File: src/rtl/data_memory_controller_pkg.sv
// Shared types and constants for the data-memory controller: FSM state encoding,
// data/mask widths and the mask applied to outgoing memory requests.
package data_memory_controller_pkg;

    typedef enum logic [2:0] {
        DMC_IDLE  = 3'd0,
        DMC_REQ   = 3'd1,
        DMC_WAIT  = 3'd2,
        DMC_DONE  = 3'd3,
        DMC_FAULT = 3'd4
    } dmc_state_e;

    localparam int DATA_WIDTH = 32;
    localparam int MASK_WIDTH = DATA_WIDTH / 8;

    // Loads never carry byte lanes to the memory side.
    function automatic logic [MASK_WIDTH-1:0] request_mask(input logic                  is_write,
                                                           input logic [MASK_WIDTH-1:0] mask);
        return is_write ? mask : '0;
    endfunction

endpackage

File: src/rtl/data_memory_controller_if.sv
// Request/response bus between the data-memory controller (master) and a
// variable-latency memory (slave).
interface data_memory_controller_if
    import data_memory_controller_pkg::*;
#(
    parameter int ADDR_WIDTH = 32
);
    logic                  mem_req_valid;
    logic                  mem_req_ready;
    logic                  mem_req_write;
    logic [ADDR_WIDTH-1:0] mem_req_address;
    logic [DATA_WIDTH-1:0] mem_req_wdata;
    logic [MASK_WIDTH-1:0] mem_req_wmask;
    logic                  mem_resp_valid;
    logic [DATA_WIDTH-1:0] mem_resp_rdata;
    logic                  mem_resp_error;

    modport master (
        output mem_req_valid, mem_req_write, mem_req_address, mem_req_wdata, mem_req_wmask,
        input  mem_req_ready, mem_resp_valid, mem_resp_rdata, mem_resp_error
    );

    modport slave (
        input  mem_req_valid, mem_req_write, mem_req_address, mem_req_wdata, mem_req_wmask,
        output mem_req_ready, mem_resp_valid, mem_resp_rdata, mem_resp_error
    );

endinterface

File: src/rtl/data_memory_controller_access_timeout_counter.sv
// Access timeout counter: cleared when a request is accepted, counts while the
// transaction is in flight, saturates instead of wrapping.
module data_memory_controller_access_timeout_counter #(
    parameter int TIMEOUT_CYCLES = 255
) (
    input  logic clk,
    input  logic reset,
    input  logic clear,
    input  logic enable,
    output logic terminal
);
    localparam int             CW    = $clog2(TIMEOUT_CYCLES + 1);
    localparam logic [CW-1:0] LAST  = CW'(TIMEOUT_CYCLES - 1);
    localparam logic [CW-1:0] LIMIT = CW'(TIMEOUT_CYCLES);

    logic [CW-1:0] count_reg;

    always_ff @(posedge clk or negedge reset) begin
        if (!reset) begin
            count_reg <= '0;
        end else if (clear) begin
            count_reg <= '0;
        end else if (enable && (count_reg != LIMIT)) begin
            count_reg <= count_reg + CW'(1);
        end
    end

    // Fires in the last allowed cycle so the FSM lands in FAULT exactly
    // TIMEOUT_CYCLES cycles after entering REQ.
    assign terminal = enable && (count_reg == LAST);

endmodule

File: src/rtl/data_memory_controller.sv
// Multi-cycle data-memory port: latches one core load/store, runs the request and
// response handshake to memory, and stalls the core until the access completes.
module data_memory_controller
    import data_memory_controller_pkg::*;
#(
    parameter int ADDR_WIDTH     = 32,
    parameter int TIMEOUT_CYCLES = 255
) (
    input  logic                  clk,
    input  logic                  reset,
    input  logic                  core_read,
    input  logic                  core_write,
    input  logic [ADDR_WIDTH-1:0] core_address,
    input  logic [DATA_WIDTH-1:0] core_write_data,
    input  logic [MASK_WIDTH-1:0] core_write_mask,
    output logic [DATA_WIDTH-1:0] core_read_data,
    output logic                  write_done,
    output logic                  stall,
    output logic                  access_fault,
    data_memory_controller_if.master mem
);
    dmc_state_e            state_reg, state_next;
    logic [ADDR_WIDTH-1:0] addr_reg;
    logic [DATA_WIDTH-1:0] wdata_reg;
    logic [DATA_WIDTH-1:0] rdata_reg;
    logic [MASK_WIDTH-1:0] wmask_reg;
    logic                  write_reg;

    logic core_req;
    logic accept;
    logic in_flight;
    logic timeout_hit;
    logic capture_load;
    logic addr_offset_unused;

    assign core_req     = core_read | core_write;
    assign accept       = (state_reg == DMC_IDLE) && core_req;
    assign in_flight    = (state_reg == DMC_REQ) || (state_reg == DMC_WAIT);
    assign capture_load = (state_reg == DMC_WAIT) && mem.mem_resp_valid &&
                          !mem.mem_resp_error && !write_reg;

    // Memory is word addressed; the byte offset is already folded into the mask.
    assign addr_offset_unused = ^core_address[1:0];

    data_memory_controller_access_timeout_counter #(
        .TIMEOUT_CYCLES(TIMEOUT_CYCLES)
    ) access_timeout_counter (
        .clk      (clk),
        .reset    (reset),
        .clear    (accept),
        .enable   (in_flight),
        .terminal (timeout_hit)
    );

    always_ff @(posedge clk or negedge reset) begin
        if (!reset) begin
            state_reg <= DMC_IDLE;
            addr_reg  <= '0;
            wdata_reg <= '0;
            wmask_reg <= '0;
            write_reg <= 1'b0;
            rdata_reg <= '0;
        end else begin
            state_reg <= state_next;
            if (accept) begin
                addr_reg  <= {core_address[ADDR_WIDTH-1:2], 2'b00};
                write_reg <= core_write;
                wdata_reg <= core_write ? core_write_data : '0;
                wmask_reg <= request_mask(core_write, core_write_mask);
            end
            if (capture_load) begin
                rdata_reg <= mem.mem_resp_rdata;
            end
        end
    end

    always_comb begin
        state_next        = state_reg;
        stall             = 1'b0;
        write_done        = 1'b0;
        access_fault      = 1'b0;
        core_read_data    = '0;
        mem.mem_req_valid = 1'b0;
        case (state_reg)
            DMC_IDLE: begin
                // Gated by reset so every output is low while reset is held.
                stall = core_req & reset;
                if (core_req) begin
                    state_next = DMC_REQ;
                end
            end
            DMC_REQ: begin
                stall             = 1'b1;
                mem.mem_req_valid = 1'b1;
                if (timeout_hit) begin
                    state_next = DMC_FAULT;
                end else if (mem.mem_req_ready) begin
                    state_next = DMC_WAIT;
                end
            end
            DMC_WAIT: begin
                stall = 1'b1;
                // A response in the final cycle still beats the timeout.
                if (mem.mem_resp_valid) begin
                    state_next = mem.mem_resp_error ? DMC_FAULT : DMC_DONE;
                end else if (timeout_hit) begin
                    state_next = DMC_FAULT;
                end
            end
            DMC_DONE: begin
                core_read_data = write_reg ? '0 : rdata_reg;
                write_done     = write_reg;
                state_next     = DMC_IDLE;
            end
            DMC_FAULT: begin
                access_fault = 1'b1;
                state_next   = DMC_IDLE;
            end
            default: begin
                state_next = DMC_IDLE;
            end
        endcase
    end

    assign mem.mem_req_write   = write_reg;
    assign mem.mem_req_address = addr_reg;
    assign mem.mem_req_wdata   = wdata_reg;
    assign mem.mem_req_wmask   = wmask_reg;

endmodule
File: src/flat_wrapper.sv
// flat-port wrapper written by rule: the top's interface ports become plain ports
module data_memory_controller_flat import data_memory_controller_pkg::*;
#(
    parameter int ADDR_WIDTH     = 32,
    parameter int TIMEOUT_CYCLES = 255
)
  (clk, reset, core_read, core_write, core_address, core_write_data, core_write_mask, core_read_data, write_done, stall, access_fault, mem_mem_req_valid, mem_mem_req_write, mem_mem_req_address, mem_mem_req_wdata, mem_mem_req_wmask, mem_mem_req_ready, mem_mem_resp_valid, mem_mem_resp_rdata, mem_mem_resp_error);
  data_memory_controller_if #(.ADDR_WIDTH(ADDR_WIDTH)) mem_i ();
  input  logic clk;
  input  logic reset;
  input  logic core_read;
  input  logic core_write;
  input  logic [ADDR_WIDTH-1:0] core_address;
  input  logic [DATA_WIDTH-1:0] core_write_data;
  input  logic [MASK_WIDTH-1:0] core_write_mask;
  output logic [DATA_WIDTH-1:0] core_read_data;
  output logic write_done;
  output logic stall;
  output logic access_fault;
  output wire logic [$bits(mem_i.mem_req_valid)-1:0] mem_mem_req_valid;
  output wire logic [$bits(mem_i.mem_req_write)-1:0] mem_mem_req_write;
  output wire logic [$bits(mem_i.mem_req_address)-1:0] mem_mem_req_address;
  output wire logic [$bits(mem_i.mem_req_wdata)-1:0] mem_mem_req_wdata;
  output wire logic [$bits(mem_i.mem_req_wmask)-1:0] mem_mem_req_wmask;
  input wire logic [$bits(mem_i.mem_req_ready)-1:0] mem_mem_req_ready;
  input wire logic [$bits(mem_i.mem_resp_valid)-1:0] mem_mem_resp_valid;
  input wire logic [$bits(mem_i.mem_resp_rdata)-1:0] mem_mem_resp_rdata;
  input wire logic [$bits(mem_i.mem_resp_error)-1:0] mem_mem_resp_error;
  assign mem_mem_req_valid = mem_i.mem_req_valid;
  assign mem_mem_req_write = mem_i.mem_req_write;
  assign mem_mem_req_address = mem_i.mem_req_address;
  assign mem_mem_req_wdata = mem_i.mem_req_wdata;
  assign mem_mem_req_wmask = mem_i.mem_req_wmask;
  assign mem_i.mem_req_ready = mem_mem_req_ready;
  assign mem_i.mem_resp_valid = mem_mem_resp_valid;
  assign mem_i.mem_resp_rdata = mem_mem_resp_rdata;
  assign mem_i.mem_resp_error = mem_mem_resp_error;
  data_memory_controller #(.ADDR_WIDTH(ADDR_WIDTH), .TIMEOUT_CYCLES(TIMEOUT_CYCLES)) u_core (.clk(clk), .reset(reset), .core_read(core_read), .core_write(core_write), .core_address(core_address), .core_write_data(core_write_data), .core_write_mask(core_write_mask), .core_read_data(core_read_data), .write_done(write_done), .stall(stall), .access_fault(access_fault), .mem(mem_i));
endmodule
File: config.mk
export PLATFORM = sky130hd
export DESIGN_NAME = data_memory_controller_flat
export DESIGN_NICKNAME = d
export VERILOG_FILES = /design/src/rtl/data_memory_controller_pkg.sv /design/src/rtl/data_memory_controller_if.sv /design/src/rtl/data_memory_controller_access_timeout_counter.sv /design/src/rtl/data_memory_controller.sv /design/src/flat_wrapper.sv
export SDC_FILE = /design/constraint.sdc
export NUM_CORES = 1
export LEC_CHECK = 0
export ABC_AREA = 1
export BUFFER_PORTS_ARGS = -buffer_cell sky130_fd_sc_hd__buf_4
export CAP_MARGIN = 25
export CORE_ASPECT_RATIO = 1.4
export CORE_MARGIN = 5
export CORE_UTILIZATION = 40
export CTS_CLUSTER_DIAMETER = 60
export DETAILED_ROUTE_END_ITERATION = 8
export PLACE_DENSITY = 0.69
export SETUP_SLACK_MARGIN = 0.02
export SYNTH_ARGS = -nofsm -noshare
export SYNTH_HDL_FRONTEND = slang
export SYNTH_SLANG_ARGS = --single-unit
export TNS_END_PERCENT = 50
File: constraint.sdc
create_clock -name clk -period 1.7 [get_ports clk]
set_input_delay 0.085 -clock clk [delete_from_list [all_inputs] [get_ports clk]]
set_output_delay 0.085 -clock clk [all_outputs]
set_load 0.03 [all_outputs]
Word level (Yosys, flattened, before mapping)

Index checks and enable logic that the tools add are counted.

Flip-flop bits (word level): 110
Latch bits: 0
Memory bits (writable): 0
Memory bits (read-only): 0
Input bits: 107
Output and inout port bits: 105
Logic and storage cells: 49
Memories: 0

Add/sub/neg operators: 1
Multiply operators: 0
Div/mod/pow operators: 0
Order comparisons: 0
Eq/ne operators: 9
Shifts and indexed selects: 0
Multiplexer cells: 17
Bitwise logic cells: 2
Reduce and logical (&&, ||, !) cells: 13

Operator list:

| cell                                                   | number |
|---|---|
| two-way mux 32 bit                                     | 3 |
| two-way mux 3 bit                                      | 6 |
| two-way mux 8 bit                                      | 2 |
| case mux 3 bit (3 select lines)                        | 1 |
| adder 8 x 1 -> 8 bit (second input constant)           | 1 |
| equality test 8 bit (second input constant)            | 1 |
| inequality test 8 bit (second input constant)          | 1 |
| equality test 3 x 2 -> 1 bit (second input constant)   | 2 |
| logical AND 1 bit                                      | 6 |
| inequality test 3 bit (second input constant)          | 2 |
| two-way mux 4 bit                                      | 1 |
| equality test 3 x 1 -> 1 bit (second input constant)   | 1 |
| equality test 3 bit (second input constant)            | 1 |
| zero test 3 bit                                        | 1 |
| two-way mux 1 bit                                      | 3 |
| AND reduction 3 bit                                    | 1 |
| zero test 1 bit                                        | 2 |
| inequality test 2 x 1 -> 1 bit (second input constant) | 1 |
| case mux 1 bit (2 select lines)                        | 1 |
| nonzero test 2 bit                                     | 1 |
| OR reduction 2 bit                                     | 1 |
| AND 1 bit                                              | 1 |
| logical OR 1 bit                                       | 1 |
| bitwise OR 1 bit                                       | 1 |

Longest topological paths before layout

Gate-level depths: netlist (run 1).

Depth after elaboration: 6
Depth in mapped cells: 9
Mapped depth without buffers: 9

Modules after synthesis

Synthesis (run 1) repeated with hierarchy kept, for this count alone.

Cell total of the unflattened synthesis: 619
Area, all modules: 4929.7 sq um

Modules (own cells, without submodules):

| module                                        | times used | cells each | area each (sq um) | sequential area each (sq um) |
|---|---|---|---|---|
| data_memory_controller                        | 1          | 544        | 4401.7            | 2552.4 |
| data_memory_controller_access_timeout_counter | 1          | 75         | 528.0             | 200.2 |

Worst setup path before layout (run 1)

Ideal clock, no wire load.

Path type: register to output
From: register u_core.write_reg (netlist: u_core.mem.mem_req_write)
To: output core_read_data[22]
Arrival: 1.565 ns
Required time: 1.615 ns
Slack: 0.050 ns
Cell stages (with the launch flop): 6
Path buffers: 2
Cell sequence: dfrtp_1 > inv_1 > buf_6 > clkbuf_1 > nand2_1 > nor2_1

Word-level cells in the longest chain between the ends: 2

Ends and longest elaborated chain:

| item                   | RTL line                      | text |
|---|---|---|
| from (decl)            | data_memory_controller.sv:27  | `logic write_reg;` |
| from (signal assigned) | data_memory_controller.sv:67  | `write_reg <= core_write;` |
| two-way mux 32 bit     | data_memory_controller.sv:111 | `core_read_data = write_reg ? '0 : rdata_reg;` |
| two-way mux 32 bit     | data_memory_controller.sv:84  | `case (state_reg)` |
| to (decl)              | flat_wrapper.sv:16            | `output logic [DATA_WIDTH-1:0] core_read_data;` |

Every way passes these cells.

Worst setup path in the final report (run 1)

From: register u_core.state_reg[1]
To: output core_read_data[10]

Word-level cells in the longest chain between the ends: 2

Ends and longest elaborated chain:

| item                         | RTL line                     | text |
|---|---|---|
| from (decl)                  | data_memory_controller.sv:22 | `dmc_state_e state_reg, state_next;` |
| from (signal assigned)       | data_memory_controller.sv:64 | `state_reg <= state_next;` |
| equality test 3 x 2 -> 1 bit | data_memory_controller.sv:84 |  |
| two-way mux 32 bit           | data_memory_controller.sv:84 |  |

Every way passes these cells.

==> metrics.yaml, run 1 <==
critPathTopFamily: "buffers and inverters"
whs_path_depth: 3
diodes: 0
fmax_ghz: 0.628
reg2reg_from: "u_core.state_reg[0]$_DFFE_PN0P_"
multi_input_area_mm2: 0.00187
clock_skew_ps: 10.1
grt_pass1_vias: 5297
rsz0062_at_grt: "no"
slew_viol_final: 0
reg2regPathDepth: 6
cp_data_arrival_time_ps: 1510
p_leak_nw: 4.27
fp-row-count: 48
critPathRequiredTime_ps: 1620
routed_wl_um: 15600
syn_inst: 608
area_growth_pct: 60.6
via_count: 5139
wl_per_cell_um: 14.8
numCtsBuffers: 9
crit_slowest_cell: "dfrtp_1"
drc: 0
crit_type: "register to output pin"
max-slew-margin-rel_pct: 48.6
netlist_area_mm2: 0.00492
ant_nets: 0
finalPower_w: 0.0135
crit_buf_inv: 3
numPlacedInstances: 939
start_util_pct: 40.3
tightest_slew_ps: 771
yosys_warnings: 0
cts_sinks: 110
power_density_mw_per_mm2: 1710
m1WireLength_um: 6200
status: "completed"
htree_levels: 3
fillCellCount: 944
portBuffers: 207
vias_per_cell: 4.88
crit_start: "u_core.state_reg[1]$_DFFE_PN0P_"
critPathMaxFanout: 33
synth_cell_types: 28
fin_crit_ps: 1590
final_core_util_pct: 64.8
clk_latency_ps: 350
min_path_type: "primary input to register"
dr.pass1.iters: 4
post_layout_nonfiller_instances: 1054
r2r_slack_ps: 220
cp.depth: 6
endpoint_kind: "output pin"
fin_crit_sh_pct: 93.7
hold_viol: 0
drive_gt1_share_pct: 28.2
path_clk_slew_ps: 70
grt_overflow: 0
place.gp.congestion: 0.833
fin_nets: 1008
post_cts_buffers: 0
grt_max_degree: 68
root_buffer: "clkbuf_16"
dieWidth_um: 104
crit_chain: "inv_2 -> nor2_2 -> nand2_1 -> buf_8 -> nor2_1 -> buf_4"
pin_count: 212
seq_area_frac_synth_pct: 56.0
ir_drop_uv: 1120
wl_met2_um: 7830
seq_area_mm2: 0.00275
cts_tree: "done"
top_layer: "met4"
r2r_end: "u_core.mem.mem_req_address[3]$_DFFE_PN0P_"
hpwlAfterDp_um: 9880
grt_pass1_wl_um: 25600
endpoint: "core_read_data[10]"
die_y_um: 141
core_mm2: 0.0122
antenna_found_initial: 0
worstSetupStartpointType: "register"
clock_path_buffers: 2
die_area_mm2: 0.0146
syn_avg_cell_area_um2: 8.09
grt_usage_pct: 20.9
fin_setup_tns_ps: 0
drv_cap: 0
ys_ff_latch: 110
slowest_delay_ps: 390
wl_met3_um: 1220
drt-initial-drc-count: 206
setup_viol: 0
power breakdown:
group          total (W)  leakage [nW]  internal [W]  switching (W)
clock            0.00220         0.151       0.00118        0.00102
combinational    0.00681          2.72       0.00239        0.00443
sequential       0.00447          1.40       0.00379       0.000680
total             0.0135          4.27       0.00735        0.00613
per-layer routing:
metal | GRT usage, % | vias up
li1 | - | 2472
met1 | 25.4 | 2420
met2 | 35.7 | 219
met3 | 6.46 | 28
met4 | 6.14 | 0
met5 | 0 | -
cells in the mapped netlist:
| cell | instances | area share, % |
|---|---|---|
| dfrtp_1 | 110 | 56 |
| inv_4 | 1 | 0.13 |
| buf_6 | 5 | 1.1 |
| xor2_1 | 3 | 0.53 |
| nor2_2 | 3 | 0.38 |
| o22ai_1 | 1 | 0.13 |
| a31oi_1 | 1 | 0.13 |
| nor3_1 | 1 | 0.10 |
| buf_4 | 8 | 1.2 |
| ha_1 | 2 | 0.51 |
| nand2_2 | 3 | 0.38 |
| o21bai_1 | 1 | 0.15 |
| nand2_4 | 1 | 0.23 |
| a21oi_1 | 1 | 0.10 |
| nand3_2 | 2 | 0.41 |
| o21ai_1 | 3 | 0.31 |
| nand4_1 | 5 | 0.64 |
| nor2_4 | 2 | 0.46 |
| nand3_1 | 79 | 8.0 |
| conb_1 | 1 | 0.076 |
| nor2_1 | 42 | 3.2 |
| o21ai_0 | 1 | 0.10 |
| clkbuf_1 | 8 | 0.61 |
| nand2_1 | 289 | 22 |
| buf_2 | 13 | 1.3 |
| buf_1 | 2 | 0.15 |
| inv_1 | 13 | 0.99 |
| inv_2 | 7 | 0.53 |
layout by cell type, fill, tap and decap left out, drive strengths merged, types with 3 or more instances in the layout:
| master | netlist | final |
|---|---|---|
| nand2 | 293 | 293 |
| buf | 28 | 216 |
| dfrtp | 110 | 110 |
| dlygate4sd3 | 0 | 98 |
| nand3 | 81 | 81 |
| nor2 | 47 | 47 |
| inv | 21 | 24 |
| clkbuf | 8 | 10 |
| nand4 | 5 | 5 |
| o21ai | 4 | 4 |
| xor2 | 3 | 3 |
through the flow:
stage                     setup WS (ps)  instance area, um2  hold slack [ps]
final                               108                7900             7.78
after global routing               30.1                7900             22.7
after CTS                          56.0                7860             1.91
after detailed placement            244                6560              266
after global placement              272                6560              255
after floorplan                    49.6                4920             -211
cell families (layout without fill, tap and decap cells):
logic type / after synthesis / in the layout / share of synthesized area [%]
flip-flops: 110 / 110 / 56.0
other: 1 / 2 / 0.0762
buffers and inverters: 57 / 352 / 6.11
AO/OA/AOI/OAI: 8 / 8 / 0.916
adder cells (fa/ha/maj): 2 / 2 / 0.509
XOR/XNOR: 3 / 3 / 0.534
AND/OR/NAND/NOR: 427 / 427 / 35.9
worst min path at each step:
stage | start | slack [ps] | to
finish | core_write_data[11] | 8 | u_core.mem.mem_req_wdata[11]$_DFFE_PN0P_
global route | core_write_data[11] | 20 | u_core.mem.mem_req_wdata[11]$_DFFE_PN0P_
CTS | core_write_data[11] | 2 | u_core.mem.mem_req_wdata[11]$_DFFE_PN0P_
detailed placement | reset | 270 | u_core.rdata_reg[22]$_DFFE_PN0P_
global placement | reset | 260 | u_core.rdata_reg[22]$_DFFE_PN0P_
floorplan | reset | -210 | u_core.access_timeout_counter.count_reg[0]$_DFFE_PN0P_
worst min-delay path: cells and delay by family:
| family | cells | cell delay, ps |
|---|---|---|
| and+or+nand+nor | 2 | 140 |
| buffers and inverters | 1 | 90 |
timing repair:
action                                  CTS  global route
hold buffers                             98             0
resized for setup                         1             3
endpoints found under the hold margin   207             0
gates cloned                              0             1
endpoints found under the setup margin    1            16
cell type report:
type / count / area share, %
repair buffers: 315 / 34.0
flip-flops and latches: 110 / 34.9
clock inverters: 7 / 1.16
multi-input cells: 442 / 23.7
well taps: 150 / 2.38
clock buffers: 9 / 2.85
inverters: 21 / 1.03
No activity file was read; power rests on OpenSTA's default activity.
==> inputs of run 2 (changes only) <==
- PLACE_DENSITY: 0.69 -> 0.72
- clock period: 1.7 -> 1.35 ns (I/O delays scaled with it)
==> metrics.yaml, run 2 (same netlist as run 1, synthesis figures left out) <==
post_layout_nonfiller_instances: 1087
fp-row-count: 48
setup_viol: 131
path_clk_slew_ps: 70
drv_cap: 0
place.gp.congestion: 0.841
max-slew-margin-rel_pct: 61.0
violations: "setup timing"
ant_nets: 0
netSwitchingFraction_pct: 45.6
die_area_mm2: 0.0146
endpoint_kind: "output pin"
dieWidth_um: 104
hold_viol: 0
setup_ws_ps: -218
clock_skew_ps: 10.7
drive_gt1_share_pct: 35.5
min_path_type: "primary input to register"
slew_viol_final: 0
p_leak_nw: 4.55
crit_start: "u_core.state_reg[1]$_DFFE_PN0P_"
reg2reg_from: "u_core.state_reg[2]$_DFFE_PN0P_"
core_mm2: 0.0122
via_count: 5478
routed_wl_um: 18500
clock_path_buffers: 2
area_growth_pct: 80.2
mostFrequentLayoutCells: "nand2_1 (281), buf_4 (183), dfrtp_1 (110)"
post-place-ws_ps: -22.4
vias_per_cell: 5.04
power_switching_w: 0.00872
worstSetupStartpointType: "register"
cts_sinks: 110
seqPwrFrac_pct: 29.8
critPathRequiredTime_ps: 1280
hold_path_startpoint: "mem_mem_req_ready"
portBuffers: 207
dr.pass1.iters: 5
cp_data_arrival_time_ps: 1500
grt_max_degree: 111
grt_usage_pct: 24.0
drc: 0
fin_crit_ps: 1570
ir_drop_uv: 1250
antenna_found_initial: 0
p_int_w: 0.0104
tightest_slew_ps: 586
power_frac_comb_pct: 54.8
die_y_um: 141
pin_count: 212
fin_crit_sh_pct: 116
fin_nets: 1039
crit_type: "register to output pin"
fillCellCount: 783
fmax_ghz: 0.638
grt_pass1_wl_um: 28500
layout_commonest_cell: "nand2_1"
grt_overflow: 0
root_buffer: "clkbuf_16"
rsz0062_at_grt: "yes"
start_util_pct: 40.3
finalPower_w: 0.0191
clk_latency_ps: 350
numCtsBuffers: 9
wl_per_cell_um: 17.0
cts_tree: "done"
power_density_mw_per_mm2: 2160
hpwlAfterDp_um: 10200
grt_pass1_vias: 5808
htree_levels: 3
critPathMaxFanout: 6
status: "finished, violations left"
clockPowerShare_pct: 15.4
numPlacedInstances: 946
drt-initial-drc-count: 302
-- run 2: power groups by stage --
stage / sequential (W) / clock (W) / combinational [W]
6_report: 0.00570 / 0.00295 / 0.0105
3_5_place_dp: 0.00563 / 0 / 0.00893
5_1_grt: 0.00585 / 0.00314 / 0.0112
4_1_cts: 0.00563 / 0.00300 / 0.00977
3_3_place_gp: 0.00558 / 0 / 0.00873
2_1_floorplan: 0.00729 / 0 / 0.00401
-- run 2: worst max-delay path, cell delays in order, from the launching register on --
cell,delay (ps)
dfrtp_1,390
inv_2,80
nor2_4,140
nand2_8,120
clkbuf_16,200
nor2_4,100
buf_6,140
-- run 2: area by class of cell --
type                    count  area (um2)  area share, %
clock inverters             6         100           1.13
multi-input cells         444        2240           25.2
clock buffers              10         229           2.58
repair buffers            344        3260           36.8
well taps                 150         188           2.12
flip-flops and latches    110        2750           31.1
diodes                      2        5.00         0.0565
inverters                  21        88.8           1.00
-- run 2: path summary, 6_finish.rpt --
check	end	slack [ps]	depth (start not counted)
max in group asynchronous	u_core.rdata_reg[8]$_DFFE_PN0P_	520	3
worst max-delay path	core_read_data[15]	-220	6
min in group asynchronous	u_core.state_reg[2]$_DFFE_PN0P_	390	3
worst min-delay path	u_core.state_reg[0]$_DFFE_PN0P_	20	4
worst min register to register	u_core.mem.mem_req_wdata[3]$_DFFE_PN0P_	480	2
worst max register to register	u_core.rdata_reg[3]$_DFFE_PN0P_	-140	9
-- run 2: layer usage --
metal / global-route usage [%] / share of wire (%)
met1: 25.4 / 34
met2: 43.3 / 54
met3: 7.05 / 8.4
met4: 11.6 / 4.1
met5: 0 / 0
-- run 2: per-stage QoR --
| step | hold WS (ps) | instance area [um2] | utilization (%) | TNS (ps) |
|---|---|---|---|---|
| global placement | 251 | 6920 | 56.7 | 0 |
| floorplan | -228 | 5170 | - | -211 |
| detailed placement | 256 | 6920 | 56.7 | -272 |
| global route | 31.1 | 8860 | 72.7 | -24500 |
| CTS | 33.7 | 8620 | 70.7 | -12140 |
| finish | 24.3 | 8860 | 72.7 | -14250 |
-- run 2: what timing repair did --
action | CTS | global route
endpoints found under the setup margin | 111 | 136
buffers inserted | 14 | 2
cloned | 6 | 3
resized for setup | 43 | 36
pin swaps | 26 | 6
hold buffers | 98 | 0
endpoints found under the hold margin | 207 | 0
